File: src/rtl/hilo_muldiv_ctrl_pkg.sv
// rtl/hilo_muldiv_ctrl_pkg.sv - shared encodings for the HI/LO multiply/divide sequencer
package hilo_muldiv_ctrl_pkg;

  localparam int MD_WIDTH = 32;

  typedef enum logic [1:0] {
    OP_MULTU = 2'b00,
    OP_MULT  = 2'b01,
    OP_DIVU  = 2'b10,
    OP_DIV   = 2'b11
  } md_op_e;

  typedef enum logic [1:0] {
    ST_IDLE = 2'b00,
    ST_CALC = 2'b01,
    ST_DONE = 2'b10
  } md_state_e;

  function automatic int cnt_width(input int w);
    return (w > 1) ? $clog2(w) : 1;
  endfunction

  localparam int MD_CNT_W = cnt_width(MD_WIDTH);

  function automatic logic op_is_div(input logic [1:0] o);
    return (o == OP_DIVU) || (o == OP_DIV);
  endfunction

  function automatic logic op_is_signed(input logic [1:0] o);
    return (o == OP_MULT) || (o == OP_DIV);
  endfunction

endpackage

File: src/rtl/hilo_muldiv_ctrl_muldiv_step.sv
// rtl/hilo_muldiv_ctrl_muldiv_step.sv - one shift-add multiply or restoring divide iteration
module muldiv_step
  import hilo_muldiv_ctrl_pkg::*;
#(
  parameter int WIDTH = MD_WIDTH
) (
  input  logic             div,
  input  logic [WIDTH-1:0] acc,
  input  logic [WIDTH-1:0] q,
  input  logic [WIDTH-1:0] b,
  output logic [WIDTH-1:0] acc_nxt,
  output logic [WIDTH-1:0] q_nxt
);

  logic [WIDTH:0] sum;
  logic [WIDTH:0] shifted;
  logic [WIDTH:0] diff;

  always_comb begin
    sum     = {1'b0, acc} + (q[0] ? {1'b0, b} : '0);
    shifted = {acc, q[WIDTH-1]};
    // Remainder stays below the divisor, so bit WIDTH of diff is a clean borrow flag.
    diff    = shifted - {1'b0, b};
    if (!div) begin
      acc_nxt = sum[WIDTH:1];
      q_nxt   = {sum[0], q[WIDTH-1:1]};
    end else if (!diff[WIDTH]) begin
      acc_nxt = diff[WIDTH-1:0];
      q_nxt   = {q[WIDTH-2:0], 1'b1};
    end else begin
      acc_nxt = shifted[WIDTH-1:0];
      q_nxt   = {q[WIDTH-2:0], 1'b0};
    end
  end

endmodule

File: src/rtl/hilo_muldiv_ctrl.sv
// rtl/hilo_muldiv_ctrl.sv - iterative MULT/MULTU/DIV/DIVU sequencer feeding the HI/LO write port
module hilo_muldiv_ctrl
  import hilo_muldiv_ctrl_pkg::*;
#(
  parameter int WIDTH = MD_WIDTH
) (
  input  logic             CLK,
  input  logic             RST_N,
  input  logic             start,
  input  logic [1:0]       op,
  input  logic [WIDTH-1:0] srcA,
  input  logic [WIDTH-1:0] srcB,
  output logic             busy,
  output logic             hiloWrite,
  output logic [WIDTH-1:0] hiOut,
  output logic [WIDTH-1:0] loOut
);

  localparam int            CW   = cnt_width(WIDTH);
  localparam logic [CW-1:0] LAST = CW'(WIDTH - 1);

  md_state_e          state;
  logic [CW-1:0]      counter;
  logic               is_div_r;
  logic               neg_res;
  logic               neg_rem;
  logic [WIDTH-1:0]   acc;
  logic [WIDTH-1:0]   q;
  logic [WIDTH-1:0]   b;
  logic [WIDTH-1:0]   acc_nxt;
  logic [WIDTH-1:0]   q_nxt;

  logic               a_neg;
  logic               b_neg;
  logic [WIDTH-1:0]   abs_a;
  logic [WIDTH-1:0]   abs_b;
  logic [2*WIDTH-1:0] prod;
  logic [2*WIDTH-1:0] prod_fix;
  logic [WIDTH-1:0]   quo_fix;
  logic [WIDTH-1:0]   rem_fix;

  muldiv_step #(.WIDTH(WIDTH)) u_step (
    .div     (is_div_r),
    .acc     (acc),
    .q       (q),
    .b       (b),
    .acc_nxt (acc_nxt),
    .q_nxt   (q_nxt)
  );

  always_comb begin
    a_neg    = op_is_signed(op) & srcA[WIDTH-1];
    b_neg    = op_is_signed(op) & srcB[WIDTH-1];
    abs_a    = a_neg ? (~srcA + 1'b1) : srcA;
    abs_b    = b_neg ? (~srcB + 1'b1) : srcB;
    // Sign fixup is applied to the final step's combinational result so that
    // HI/LO are registered on the same edge that enters DONE.
    prod     = {acc_nxt, q_nxt};
    prod_fix = neg_res ? (~prod + 1'b1) : prod;
    quo_fix  = neg_res ? (~q_nxt + 1'b1) : q_nxt;
    rem_fix  = neg_rem ? (~acc_nxt + 1'b1) : acc_nxt;
  end

  always_ff @(posedge CLK or negedge RST_N) begin
    if (!RST_N) begin
      state     <= ST_IDLE;
      counter   <= '0;
      is_div_r  <= 1'b0;
      neg_res   <= 1'b0;
      neg_rem   <= 1'b0;
      acc       <= '0;
      q         <= '0;
      b         <= '0;
      busy      <= 1'b0;
      hiloWrite <= 1'b0;
      hiOut     <= '0;
      loOut     <= '0;
    end else begin
      case (state)
        ST_IDLE: begin
          hiloWrite <= 1'b0;
          if (start) begin
            is_div_r <= op_is_div(op);
            neg_res  <= a_neg ^ b_neg;
            neg_rem  <= a_neg;
            acc      <= '0;
            q        <= abs_a;
            b        <= abs_b;
            counter  <= '0;
            busy     <= 1'b1;
            if (op_is_div(op) && (srcB == '0)) begin
              hiOut     <= srcA;
              loOut     <= '1;
              hiloWrite <= 1'b1;
              state     <= ST_DONE;
            end else begin
              state <= ST_CALC;
            end
          end
        end
        ST_CALC: begin
          acc     <= acc_nxt;
          q       <= q_nxt;
          counter <= counter + 1'b1;
          if (counter == LAST) begin
            state     <= ST_DONE;
            hiloWrite <= 1'b1;
            if (is_div_r) begin
              hiOut <= rem_fix;
              loOut <= quo_fix;
            end else begin
              {hiOut, loOut} <= prod_fix;
            end
          end
        end
        ST_DONE: begin
          hiloWrite <= 1'b0;
          busy      <= 1'b0;
          state     <= ST_IDLE;
        end
        default: begin
          hiloWrite <= 1'b0;
          busy      <= 1'b0;
          state     <= ST_IDLE;
        end
      endcase
    end
  end

endmodule

File: config.mk
export PLATFORM = sky130hd
export DESIGN_NAME = hilo_muldiv_ctrl
export DESIGN_NICKNAME = d
export VERILOG_FILES = /design/src/rtl/hilo_muldiv_ctrl_pkg.sv /design/src/rtl/hilo_muldiv_ctrl_muldiv_step.sv /design/src/rtl/hilo_muldiv_ctrl.sv
export SDC_FILE = /design/constraint.sdc
export NUM_CORES = 1
export LEC_CHECK = 0
export BUFFER_PORTS_ARGS = -buffer_cell sky130_fd_sc_hd__buf_4
export CAP_MARGIN = 20
export CELL_PAD_IN_SITES_DETAIL_PLACEMENT = 1
export CELL_PAD_IN_SITES_GLOBAL_PLACEMENT = 2
export CORE_ASPECT_RATIO = 1.5
export CORE_MARGIN = 2
export CORE_UTILIZATION = 36
export CTS_CLUSTER_SIZE = 16
export DETAILED_ROUTE_END_ITERATION = 7
export GPL_ROUTABILITY_DRIVEN = 0
export PLACE_DENSITY = 0.91
export SETUP_SLACK_MARGIN = 0.1
export SYNTH_ARGS = -nofsm -noshare
export SYNTH_HDL_FRONTEND = slang
export SYNTH_SLANG_ARGS = --single-unit
File: constraint.sdc
create_clock -name CLK -period 6.1 [get_ports CLK]
set_input_delay 1.22 -clock CLK [delete_from_list [all_inputs] [get_ports CLK]]
set_output_delay 1.22 -clock CLK [all_outputs]
set_load 0.02 [all_outputs]
==> results list <==
- Run status: finished, final reports clean
- TritonCTS built the clock tree.
- Main combinational cell family by area after synthesis: compound AO/OA/AOI/OAI gates
* Fraction of final layout cells sized beyond drive strength 1: 0.129
- The number of antenna violations at the first check in global routing was 0.
- Simple-Gate Fraction of Synth Area: 0.228
- Async set-or-reset flop fraction in the synthesized netlist: 1.00
- CTS placed an instance of sky130_fd_sc_hd__clkbuf_16 at the clock tree root.
- Minimum setup slack among reg-to-reg paths: 0.75 ns
- Of the total synthesized cell area, the portion taken by XOR and XNOR cells is 0.0929.
- Total number of H-tree levels: 4
- In this run the deepest clock path goes through 2 buffers.
* Post-synth cell types: 94
- Setup Total Neg Slack: 0 ns
* Synthesized cell area: 15,200 µm²
- Layout Skew: 0.0152 ns
- The floorplan step defined a die boundary enclosing 43,900 µm².
* #FFs+latches synth: 172
- Synth warn: 0
* Highest achievable clock rate: 187 MHz
* Worst-path fanout max: 8
- During placement, the flow inserted port buffers numbering 134.
* Endpoints failing hold: 0
- Synthesis produced 1,953 cells.
- The floorplan has 92 rows.
- Post-Syn Nets: 2,094
- The worst pin sits at a relative slew slack of 0.280.
- Arr. time, crit path: 5.68 ns
- The critical path is of the reg2reg type.
- Worst hold path type: reg2reg
- The via count of the first global-routing pass is 16,100.
* Final Cycle Share: 0.877
- Post-layout worst setup margin: 0.749 ns
- 135 I/O pins were placed.
* Fin nets: 2,170
- The number of pins with negative max-slew slack in the final report came to 0.
* TritonCTS Sinks: 172
- Dividing the detail-routed wire length by the instance count gives 22.4 µm.
- Setup repair after global routing left no endpoint under its margin.
- At the worst endpoint, the required time is 6.43 ns.
- Across all layers, the routed design uses 15,400 vias.
- Leaving out fill and tap cells, the most frequent cells in the layout are sky130_fd_sc_hd__nand2_1, sky130_fd_sc_hd__nor2_1, sky130_fd_sc_hd__dfrtp_1.
- Setup violations remaining at the end of the flow were counted as 0.
- The synthesized design contains 0 enable-type register cells.
- The worst path in the final design needs a cycle of 5.35 ns, including I/O delays and setup.
* Ratio of routed vias to standard cells: 5.91
* Biggest area consumer among synthesized cells: sky130_fd_sc_hd__dfrtp_1
* Dpl hpwl: 44,900 µm
- Wirelength, routed: 58,400 µm
- Crit end category: register
- Die width: 172 µm
- Share of the synthesized area in the top cell type: 0.283
- Average cell area after synthesis: 7.77 µm²
- STA classifies the critical path startpoint as a register.
- For this configuration, the core starts out at a cell density of 0.363.
* Remaining design rule violation count: 0
* Pin slew with the least headroom to its limit: 1.08 ns
- CTS clk-pin slew, worst paths: 0.08 ns
* Synth Area in Compound Gates: 0.249
- Source-to-sink clock delay at the later pin of the worst-skew pair: 0.47 ns
- Of the total synthesized cell area, the portion taken by full adders, half adders and majority gates is 0.0603.
- Final antenna diode count: 0
* Y dimension of the die: 256 µm
* Placement Setup Slack: 0.777 ns
- By area the synthesized netlist is led by sky130_fd_sc_hd__dfrtp_1, sky130_fd_sc_hd__nand2_1, sky130_fd_sc_hd__ha_1.
- For this run the aggregate overflow at the end of global routing stands at 0.
- Most frequent standard cell in the layout excluding fill and tap cells: sky130_fd_sc_hd__nand2_1
* GRT Resource Usage Total: 0.267
- The first global-routing pass estimated 90,600 µm of wire.
* Post-cts gate resize count: 0
- The area growth from synthesis to layout is 13.8%.
- In the synthesized netlist the dominant register cell turns out to be sky130_fd_sc_hd__dfrtp_1.
- The number of clock buffers added by TritonCTS is 17.
* Maximum number of pins on one net before global-route repair: 82
* Number of buffers inserted for hold repair after clock tree synthesis: 0
* DRT Pass-1 Iters: 5
- Remaining antenna violation count after routing: 0
* Placeable core region: 41,800 µm²
* Initial DRC count: 820
- Sequential element share of the synthesized area: 0.283
- Post-CTS Setup Bufs: 0
- Number of maximum-capacitance constraint violations: 0
* Mux cell area share after synthesis: 0.0346
critical path, cell delays in order (launching register included):
cell and delay (ns):
sky130_fd_sc_hd__dfrtp_1 0.39, sky130_fd_sc_hd__inv_1 0.11, sky130_fd_sc_hd__ha_1 0.18, sky130_fd_sc_hd__inv_1 0.06
sky130_fd_sc_hd__fa_1 0.42, sky130_fd_sc_hd__a211oi_1 0.50, sky130_fd_sc_hd__o211ai_4 0.18, sky130_fd_sc_hd__nand3_4 0.12
sky130_fd_sc_hd__a21bo_4 0.17, sky130_fd_sc_hd__a2111oi_2 0.10, sky130_fd_sc_hd__buf_4 0.20, sky130_fd_sc_hd__a21o_1 0.21
sky130_fd_sc_hd__inv_1 0.09, sky130_fd_sc_hd__ha_1 0.19, sky130_fd_sc_hd__o21ai_0 0.20, sky130_fd_sc_hd__nor3_1 0.37
sky130_fd_sc_hd__and2_1 0.27, sky130_fd_sc_hd__nand3_1 0.19, sky130_fd_sc_hd__or2_2 0.35, sky130_fd_sc_hd__nand2_1 0.28
sky130_fd_sc_hd__o21ai_0 0.18, sky130_fd_sc_hd__xnor2_1 0.18, sky130_fd_sc_hd__nor2_1 0.05, sky130_fd_sc_hd__a21oi_1 0.13
sky130_fd_sc_hd__o21ai_0 0.09
cell families after synthesis:
| logic type | after synthesis |
|---|---|
| compound gates | 579 |
| mux | 51 |
| simple gates | 723 |
| buf+inv | 195 |
| flops | 172 |
| xor+xnor | 161 |
| fa+ha+maj | 72 |
flip-flops by register name (all words and copies together), names as in the netlist:
register and count:
loOut 32, is_div_r 1, counter 5, q 32, hiloWrite 1, busy 1
neg_rem 1, hiOut 32, acc 32, state 2, b 32, neg_res 1
area by class of cell:
type	instances	area (µm²)
clock buffers	19	443
repair buffers	169	1280
clock inverters	12	115
multi-input cells	1586	10100
well taps	564	706
fillers	5161	24500
flip-flops and latches	172	4310
inverters	83	312
synthesized netlist by cell type, types with 11 or more instances:
master and number:
sky130_fd_sc_hd__a211oi_1 11, sky130_fd_sc_hd__a21o_1 30, sky130_fd_sc_hd__a21oi_1 161, sky130_fd_sc_hd__a221oi_1 26
sky130_fd_sc_hd__a22o_1 19, sky130_fd_sc_hd__a31oi_1 46, sky130_fd_sc_hd__and2_1 44, sky130_fd_sc_hd__and3_1 11
sky130_fd_sc_hd__buf_2 15, sky130_fd_sc_hd__clkbuf_1 83, sky130_fd_sc_hd__dfrtp_1 172, sky130_fd_sc_hd__ha_1 70
sky130_fd_sc_hd__inv_1 81, sky130_fd_sc_hd__mux2i_1 42, sky130_fd_sc_hd__nand2_1 240, sky130_fd_sc_hd__nand2b_1 12
sky130_fd_sc_hd__nand3_1 37, sky130_fd_sc_hd__nand4_1 27, sky130_fd_sc_hd__nor2_1 199, sky130_fd_sc_hd__nor2b_1 17
sky130_fd_sc_hd__nor3_1 47, sky130_fd_sc_hd__nor4_1 14, sky130_fd_sc_hd__o211ai_1 14, sky130_fd_sc_hd__o21ai_0 141
sky130_fd_sc_hd__o221ai_1 14, sky130_fd_sc_hd__o22ai_1 12, sky130_fd_sc_hd__o31ai_1 17, sky130_fd_sc_hd__or3_1 13
sky130_fd_sc_hd__or4_1 11, sky130_fd_sc_hd__xnor2_1 99, sky130_fd_sc_hd__xor2_1 62
stage by stage:
stage          instance area (µm²)  hold slack (ns)  instances   util
2_1_floorplan                15200            0.464       1953      -
3_3_place_gp                 16700            0.469       2574  0.400
3_5_place_dp                 16700            0.498       2574  0.400
4_1_cts                      17300            0.512       2605  0.414
5_1_grt                      17300            0.527       2605  0.414
6_report                     17300            0.514       2605  0.414
layer usage:
layer,GRT usage,share of wire,vias up
met5,0,0,-
met4,0.166,0.066,0
met3,0.0285,0.036,176
met2,0.480,0.52,449
met1,0.295,0.38,7633
li1,-,-,7140
final timing paths:
check / startpoint / endpoint / depth (start not counted)
worst min register to register: b[26]$_DFFE_PN0P_ / b[26]$_DFFE_PN0P_ / 2
min in group asynchronous: RST_N / busy$_DFFE_PN0P_ / 1
worst min-delay path: b[26]$_DFFE_PN0P_ / b[26]$_DFFE_PN0P_ / 2
max in group asynchronous: RST_N / state[1]$_DFFE_PN0P_ / 2
worst max-delay path: q[31]$_DFFE_PN0P_ / hiOut[2]$_DFFE_PN0P_ / 24
worst max register to register: q[31]$_DFFE_PN0P_ / hiOut[2]$_DFFE_PN0P_ / 24
Power is not shown: default switching activity piles up to over one toggle a cycle in this logic, so the estimate is an artifact.
